## src/rtl/pipe_hazard_ctrl.sv

```systemverilog
// pipe_hazard_ctrl: stall / bubble / flush sequencing for the IF/ID, ID/EX,
// EX/MEM and MEM/WB pipeline registers plus the PC write enable.
// Handles load-use stalls, EX-stage branch redirects (multi-cycle flush) and
// data-memory busy freezes. Optional perf counters under `STALL_CNT_EN`.
module pipe_hazard_ctrl #(
  parameter int unsigned REG_W        = 3,
  parameter int unsigned FLUSH_CYCLES = 1,
  parameter int unsigned CNT_W        = 16
) (
  input  logic             clock,
  input  logic             reset,
  input  logic             id_valid,
  input  logic [REG_W-1:0] id_src1,
  input  logic [REG_W-1:0] id_src2,
  input  logic             id_use1,
  input  logic             id_use2,
  input  logic             ex_valid,
  input  logic             ex_mem_read,
  input  logic [REG_W-1:0] ex_dest,
  input  logic             br_redirect,
  input  logic             dmem_busy,
  output logic             pc_write_en,
  output logic             pc_sel_redir,
  output logic             if_id_write_en,
  output logic             if_id_flush,
  output logic             id_ex_bubble,
  output logic             id_ex_hold,
  output logic             ex_mem_hold,
  output logic             mem_wb_bubble
`ifdef STALL_CNT_EN
  ,
  output logic [CNT_W-1:0] stall_cycles,
  output logic [CNT_W-1:0] flush_events
`endif
);

  typedef enum logic [1:0] {
    S_INIT  = 2'd0,
    S_RUN   = 2'd1,
    S_FLUSH = 2'd2,
    S_MWAIT = 2'd3
  } state_t;

  localparam logic [2:0] FCNT_RELOAD = 3'(FLUSH_CYCLES - 1);

  state_t     r_state;
  state_t     w_next_state;
  logic [2:0] r_fcnt;
  logic [2:0] w_next_fcnt;
  logic       w_load_use;
  logic       w_redir;
  logic       w_redir_taken;

  assign w_load_use = id_valid & ex_valid & ex_mem_read &
                      ((id_use1 & (ex_dest == id_src1)) |
                       (id_use2 & (ex_dest == id_src2)));
  assign w_redir    = br_redirect & ex_valid;

  // State and flush-counter registers
  always_ff @(posedge clock or negedge reset) begin
    if (!reset) begin
      r_state <= S_INIT;
      r_fcnt  <= '0;
    end else begin
      r_state <= w_next_state;
      r_fcnt  <= w_next_fcnt;
    end
  end

  // Next-state and pipeline-control outputs; priority busy > redirect > load-use
  always_comb begin
    pc_write_en    = 1'b0;
    pc_sel_redir   = 1'b0;
    if_id_write_en = 1'b0;
    if_id_flush    = 1'b0;
    id_ex_bubble   = 1'b0;
    id_ex_hold     = 1'b0;
    ex_mem_hold    = 1'b0;
    mem_wb_bubble  = 1'b0;
    w_next_state   = r_state;
    w_next_fcnt    = r_fcnt;
    w_redir_taken  = 1'b0;
    case (r_state)
      S_RUN, S_FLUSH, S_MWAIT: begin
        if (dmem_busy) begin
          // freeze everything; fcnt is kept so an interrupted flush resumes
          id_ex_hold    = 1'b1;
          ex_mem_hold   = 1'b1;
          mem_wb_bubble = 1'b1;
          w_next_state  = S_MWAIT;
        end else if (w_redir) begin
          pc_sel_redir   = 1'b1;
          pc_write_en    = 1'b1;
          if_id_write_en = 1'b1;
          if_id_flush    = 1'b1;
          id_ex_bubble   = 1'b1;
          w_redir_taken  = 1'b1;
          w_next_fcnt    = FCNT_RELOAD;
          w_next_state   = (FLUSH_CYCLES > 1) ? S_FLUSH : S_RUN;
        end else if (r_state == S_FLUSH) begin
          pc_write_en    = 1'b1;
          if_id_write_en = 1'b1;
          if_id_flush    = 1'b1;
          id_ex_bubble   = 1'b1;
          if (r_fcnt != '0) w_next_fcnt = r_fcnt - 3'd1;
          w_next_state   = (r_fcnt <= 3'd1) ? S_RUN : S_FLUSH;
        end else begin
          // S_RUN, or the S_MWAIT cycle in which busy drops (evaluated as S_RUN)
          pc_write_en    = 1'b1;
          if_id_write_en = 1'b1;
          if (w_load_use) begin
            pc_write_en    = 1'b0;
            if_id_write_en = 1'b0;
            id_ex_bubble   = 1'b1;
          end
          w_next_state   = (r_fcnt != '0) ? S_FLUSH : S_RUN;
        end
      end
      default: begin
        if_id_flush   = 1'b1;
        id_ex_bubble  = 1'b1;
        mem_wb_bubble = 1'b1;
        w_next_state  = S_RUN;
      end
    endcase
  end

`ifdef STALL_CNT_EN
  logic [CNT_W-1:0] r_stall_cycles;
  logic [CNT_W-1:0] r_flush_events;

  // Saturating performance counters
  always_ff @(posedge clock or negedge reset) begin
    if (!reset) begin
      r_stall_cycles <= '0;
      r_flush_events <= '0;
    end else begin
      if ((r_state != S_INIT) && !pc_write_en && (r_stall_cycles != '1))
        r_stall_cycles <= r_stall_cycles + 1'b1;
      if (w_redir_taken && (r_flush_events != '1))
        r_flush_events <= r_flush_events + 1'b1;
    end
  end

  assign stall_cycles = r_stall_cycles;
  assign flush_events = r_flush_events;
`endif

endmodule
```

## config.mk

```make
export PLATFORM = sky130hd
export DESIGN_NAME = pipe_hazard_ctrl
export DESIGN_NICKNAME = d
export VERILOG_FILES = /design/src/rtl/pipe_hazard_ctrl.sv
export SDC_FILE = /design/constraint.sdc
export NUM_CORES = 1
export LEC_CHECK = 0
export ABC_CLOCK_PERIOD_IN_PS = 2950
export CORE_AREA = 2 2 39 41
export DETAILED_ROUTE_END_ITERATION = 7
export DIE_AREA = 0 0 41 43
export MAX_ROUTING_LAYER = met4
export PLACE_DENSITY = 0.78
export SYNTH_ARGS = -nofsm -noshare
export SYNTH_HDL_FRONTEND = slang
export SYNTH_SLANG_ARGS = --single-unit
```

## constraint.sdc

```tcl
create_clock -name clock -period 2.95 [get_ports clock]
set_input_delay 0.59 -clock clock [delete_from_list [all_inputs] [get_ports clock]]
set_output_delay 0.59 -clock clock [all_outputs]
set_load 0.05 [all_outputs]
```

* Yosys cells after proc, flatten, opt, wreduce, memory -nomap -nowiden *
Cells that the tools add are included.

word-level totals
  input bits = 18
  bits in registers = 5
  output and inout port bits = 8
  latch bits = 0
  memories kept = 0
  word-level logic and storage cells = 51
  ROM bits = 0
  bits in writable memories = 0

operators by class
  $mul = 0
  add/sub/neg operators = 1
  reductions and logical operators = 5
  mux-type cells = 29
  shifts and indexed selects = 0
  eq/ne operators = 5
  bitwise logic cells = 8
  div/mod/pow operators = 0
  $lt $le $gt $ge = 1

operators by type and width
  cell                   number
  $mux W1                20
  $mux W2                6
  $mux W3                3
  $and A1 B1 Y1          6
  $eq A3 B3 Y1           2
  $eq A2 B2 Y1 const B   2
  $reduce_and A4 Y1      1
  $reduce_bool A2 Y1     2
  $le A3 B1 Y1 const B   1
  $reduce_bool A3 Y1     1
  $reduce_or A3 Y1       1
  $sub A3 B1 Y3 const B  1
  $eq A2 B1 Y1 const B   1
  $not A1 Y1             1
  $or A1 B1 Y1           1

* Longest topological paths before layout *
  word-level depth = 9
  depth in mapped cells = 6
  gate-level depth less buffers = 6

* Worst setup path before layout *
Ideal clock, no wire load.

  path kind = input -> output
  from = in dmem_busy
  to = out pc_write_en
  data required time = 2.360 ns
  data arrival time = 2.090 ns
  buffers on the path = 1
  cell stages on the path = 4
  path slack = 0.270 ns
  cells stage by stage = nor2_8 > inv_2 > a31oi_1 > buf_4

on the way
  word-level cells in the longest chain between the ends = 2

ends and longest elaborated chain
  element                line  source
  start, declared        21    input logic dmem_busy,
  $mux W1 (2 in series)  -
  end, declared          22    output logic pc_write_en,

Every way passes these cells.

* Worst setup path after layout *
  from = in dmem_busy
  to = out id_ex_bubble

on the way
  word-level cells in the longest chain between the ends = 2

ends and longest elaborated chain
  element        line  source
  $mux W1        85    if (dmem_busy) begin
  $mux W1        83    case (r_state)
  end, declared  26    output logic id_ex_bubble,

Every way passes these cells.

==> metrics <==
status=completed; ANT cells=0; hold_sp=r_fcnt[0]$_DFFE_PN0P_; io pins=26; Layout area overhead=57.8%; Crit path required time=2.36 ns; Post-Synth Adder-Cell Area=7.23%; initial detailed-routing violation count=3; met2 Track Usage GR=23.4%; synth warn=0; final net count=99; synthesized instance count=51; Hold Crit Class=flip-flop to flip-flop; Inserted Clock Buffers=3; CTS tree=done; Core ar.=1380 um^2; hold path depth=1; reg2reg end=r_state[1]$_DFF_PN0_; max cap viols=0; TritonRoute pass-1 iters=4; Die Wd=41 um; Placed Cells=89; register area share after synthesis=24.1%; Setup Buffers After CTS=0; period utilization=87.0%; Mapped Area=519 um^2; dpl hpwl=932 um; Core Util, Final=59.2%; critical path arrival=1.98 ns; layer with the highest usage=met2; Critical Path Start Type=input pin; htree depth=1; maximum vdd drop=418 uV; CTS Sinks=5; Die Area=1760 um^2; share of layout cells above drive strength 1=36.4%; GPL Wtd Cong=0.793; RR Startpoint=r_fcnt[0]$_DFFE_PN0P_; Netlist cell types=25; GR Util met3=3.14%; worst-path fanout max=4; Via Count=435; Max Slew Vio Count=0; syn nets=72; count of final hold-check violations=0; first-pass GRT wire length=1.67 mm; cells on worst reg2reg path=5; worst slew pin tran=0.451 ns; Setup crit end kind=output pin; Layout Cells excl Fill=93; vias in the first global route=403; FP Rows=14; largest family of logic cells by synthesized area=simple AND/OR/NAND/NOR gates; DRC viols=0; Design Power=0.606 mW; setup tns final=0 ns; Final WS setup=0.384 ns; post-route ant nets=0; root buf cell=clkbuf_4; worst slack, placed=0.380 ns; largest net degree at the start of global routing=10; max_slew headroom=69.9%; Initial Utilization=37.5%; Yosys reg bits=5; XOR/XNOR Fraction of Synth Area=10.1%; Clk Latency, worst-skew pair=0.23 ns; Pleak=0.347 nW; initial antenna violation count=0; P per Cell Area=740 nW/um^2; post-synthesis mux area share=0%; Port Buffers=25; skew final=0.00117 ns; Die Ht=43 um; clk slew on worst S/H paths=0.04 ns; Crit Path Class=input pin to output pin; post-cts sizing count=0; Routed wire per std cell=11.0 um; DR vias/cell=4.68; # setup viols final=0; Max Freq=390 MHz; GR Overflow Total=0; Synth Area in Simple Gates=25.5%; RSZ-0062 raised after global routing=no; final wirelength=1.03 mm; GRT Total Usage=14.7%; Endpoint, Worst Hold=r_fcnt[0]$_DFFE_PN0P_; Final min period=2.57 ns; Compound-Gate Fraction of Synth Area=24.3%; maximum buffer depth of the clock tree=2; syn_area_per_cell=10.2 um^2; CTS Hold Bufs=0; met1 Resource Use GR=16.2%; FF-to-FF setup slack=1.51 ns
==> sequential cells by signal, summed over array words and instances, names as in the netlist <==
signal and count:
r_fcnt 3, r_state 2
==> layout by cell type (no fill, tap or decap), drive strengths merged <==
cell	Yosys	layout
clkdlybuf4s50	0	17
buf	3	8
xnor2	6	6
nor2	6	6
dfrtp	5	5
inv	5	5
clkbuf	0	4
a21oi	4	4
nand4	3	3
ha	3	3
a21o	3	3
nand2	2	2
o21ai	2	2
o41ai	2	2
nor2b	1	1
a31o	1	1
nand3	1	1
a31oi	1	1
nand2b	1	1
or2	1	1
o32ai	1	1
==> critical path, cell delays in order <==
cell	delay [ns]
clkdlybuf4s50_1	0.59
inv_1	0.13
nor2_4	0.22
a21oi_2	0.08
a21o_1	0.21
buf_12	0.15
==> routing by layer <==
metal  vias up  share of wire [%]
met4         0                  0
li1        230                  -
met3         0                4.2
met1       197                 43
met5         -                  0
met2         8                 52
==> cells in the mapped netlist <==
library cell  n  area [um^2]
a21oi_2       2         17.5
nor2_8        2         40.0
a31o_2        1         8.76
ha_1          3         37.5
nand3_1       1         5.00
or2_2         1         6.26
nand4_1       3         18.8
inv_2         1         3.75
buf_4         2         15.0
dfrtp_1       5          125
inv_1         4         15.0
nand2b_2      1         8.76
nor2b_2       1         8.76
buf_6         1         11.3
nor2_4        1         11.3
xnor2_1       6         52.6
nor2_1        3         11.3
o32ai_2       1         16.3
a21o_2        2         17.5
o21ai_1       2         10.0
a31oi_1       1         6.26
nand2_4       2         22.5
a21oi_1       2         10.0
a21o_1        1         7.51
o41ai_2       2         32.5
==> kinds of logic (layout without fill, tap and decap cells) <==
| family | count (synthesis) | in the layout |
|---|---|---|
| xor gates and xnor gates | 6 | 6 |
| adders and majority gates | 3 | 3 |
| DFF | 5 | 5 |
| AOI/OAI and AO/OA | 14 | 14 |
| and+or+nand+nor | 15 | 15 |
| buffers and inverters | 8 | 34 |
==> layout make-up <==
class | count | area, um^2
clock buffers | 4 | 26.3
flip-flops and latches | 5 | 125
multi-input cells | 38 | 349
repair buffers | 25 | 280
inverters | 5 | 18.8
fillers | 116 | 564
well taps | 16 | 20.0
==> stage by stage <==
step,hold WS [ns],area (um^2)
floorplan,0.294,519
finish,0.525,820
global route,0.537,820
detailed placement,0.527,793
global placement,0.526,793
CTS,0.529,820
==> where the power goes <==
part | switching, mW | internal, mW
combinational | 0.211 | 0.176
clock | 0.0233 | 0.0508
sequential | 0.0497 | 0.0956
==> worst max path at each step <==
stage,startpoint,end,slack [ns],cells after the start
global route,ex_dest[0],pc_write_en,0.29,6
CTS,dmem_busy,id_ex_bubble,0.38,6
detailed placement,dmem_busy,id_ex_bubble,0.38,6
global placement,dmem_busy,id_ex_bubble,0.42,6
finish,dmem_busy,id_ex_bubble,0.38,6
floorplan,dmem_busy,pc_write_en,0.27,4
Note: power is estimated with default switching activity, not from simulation.
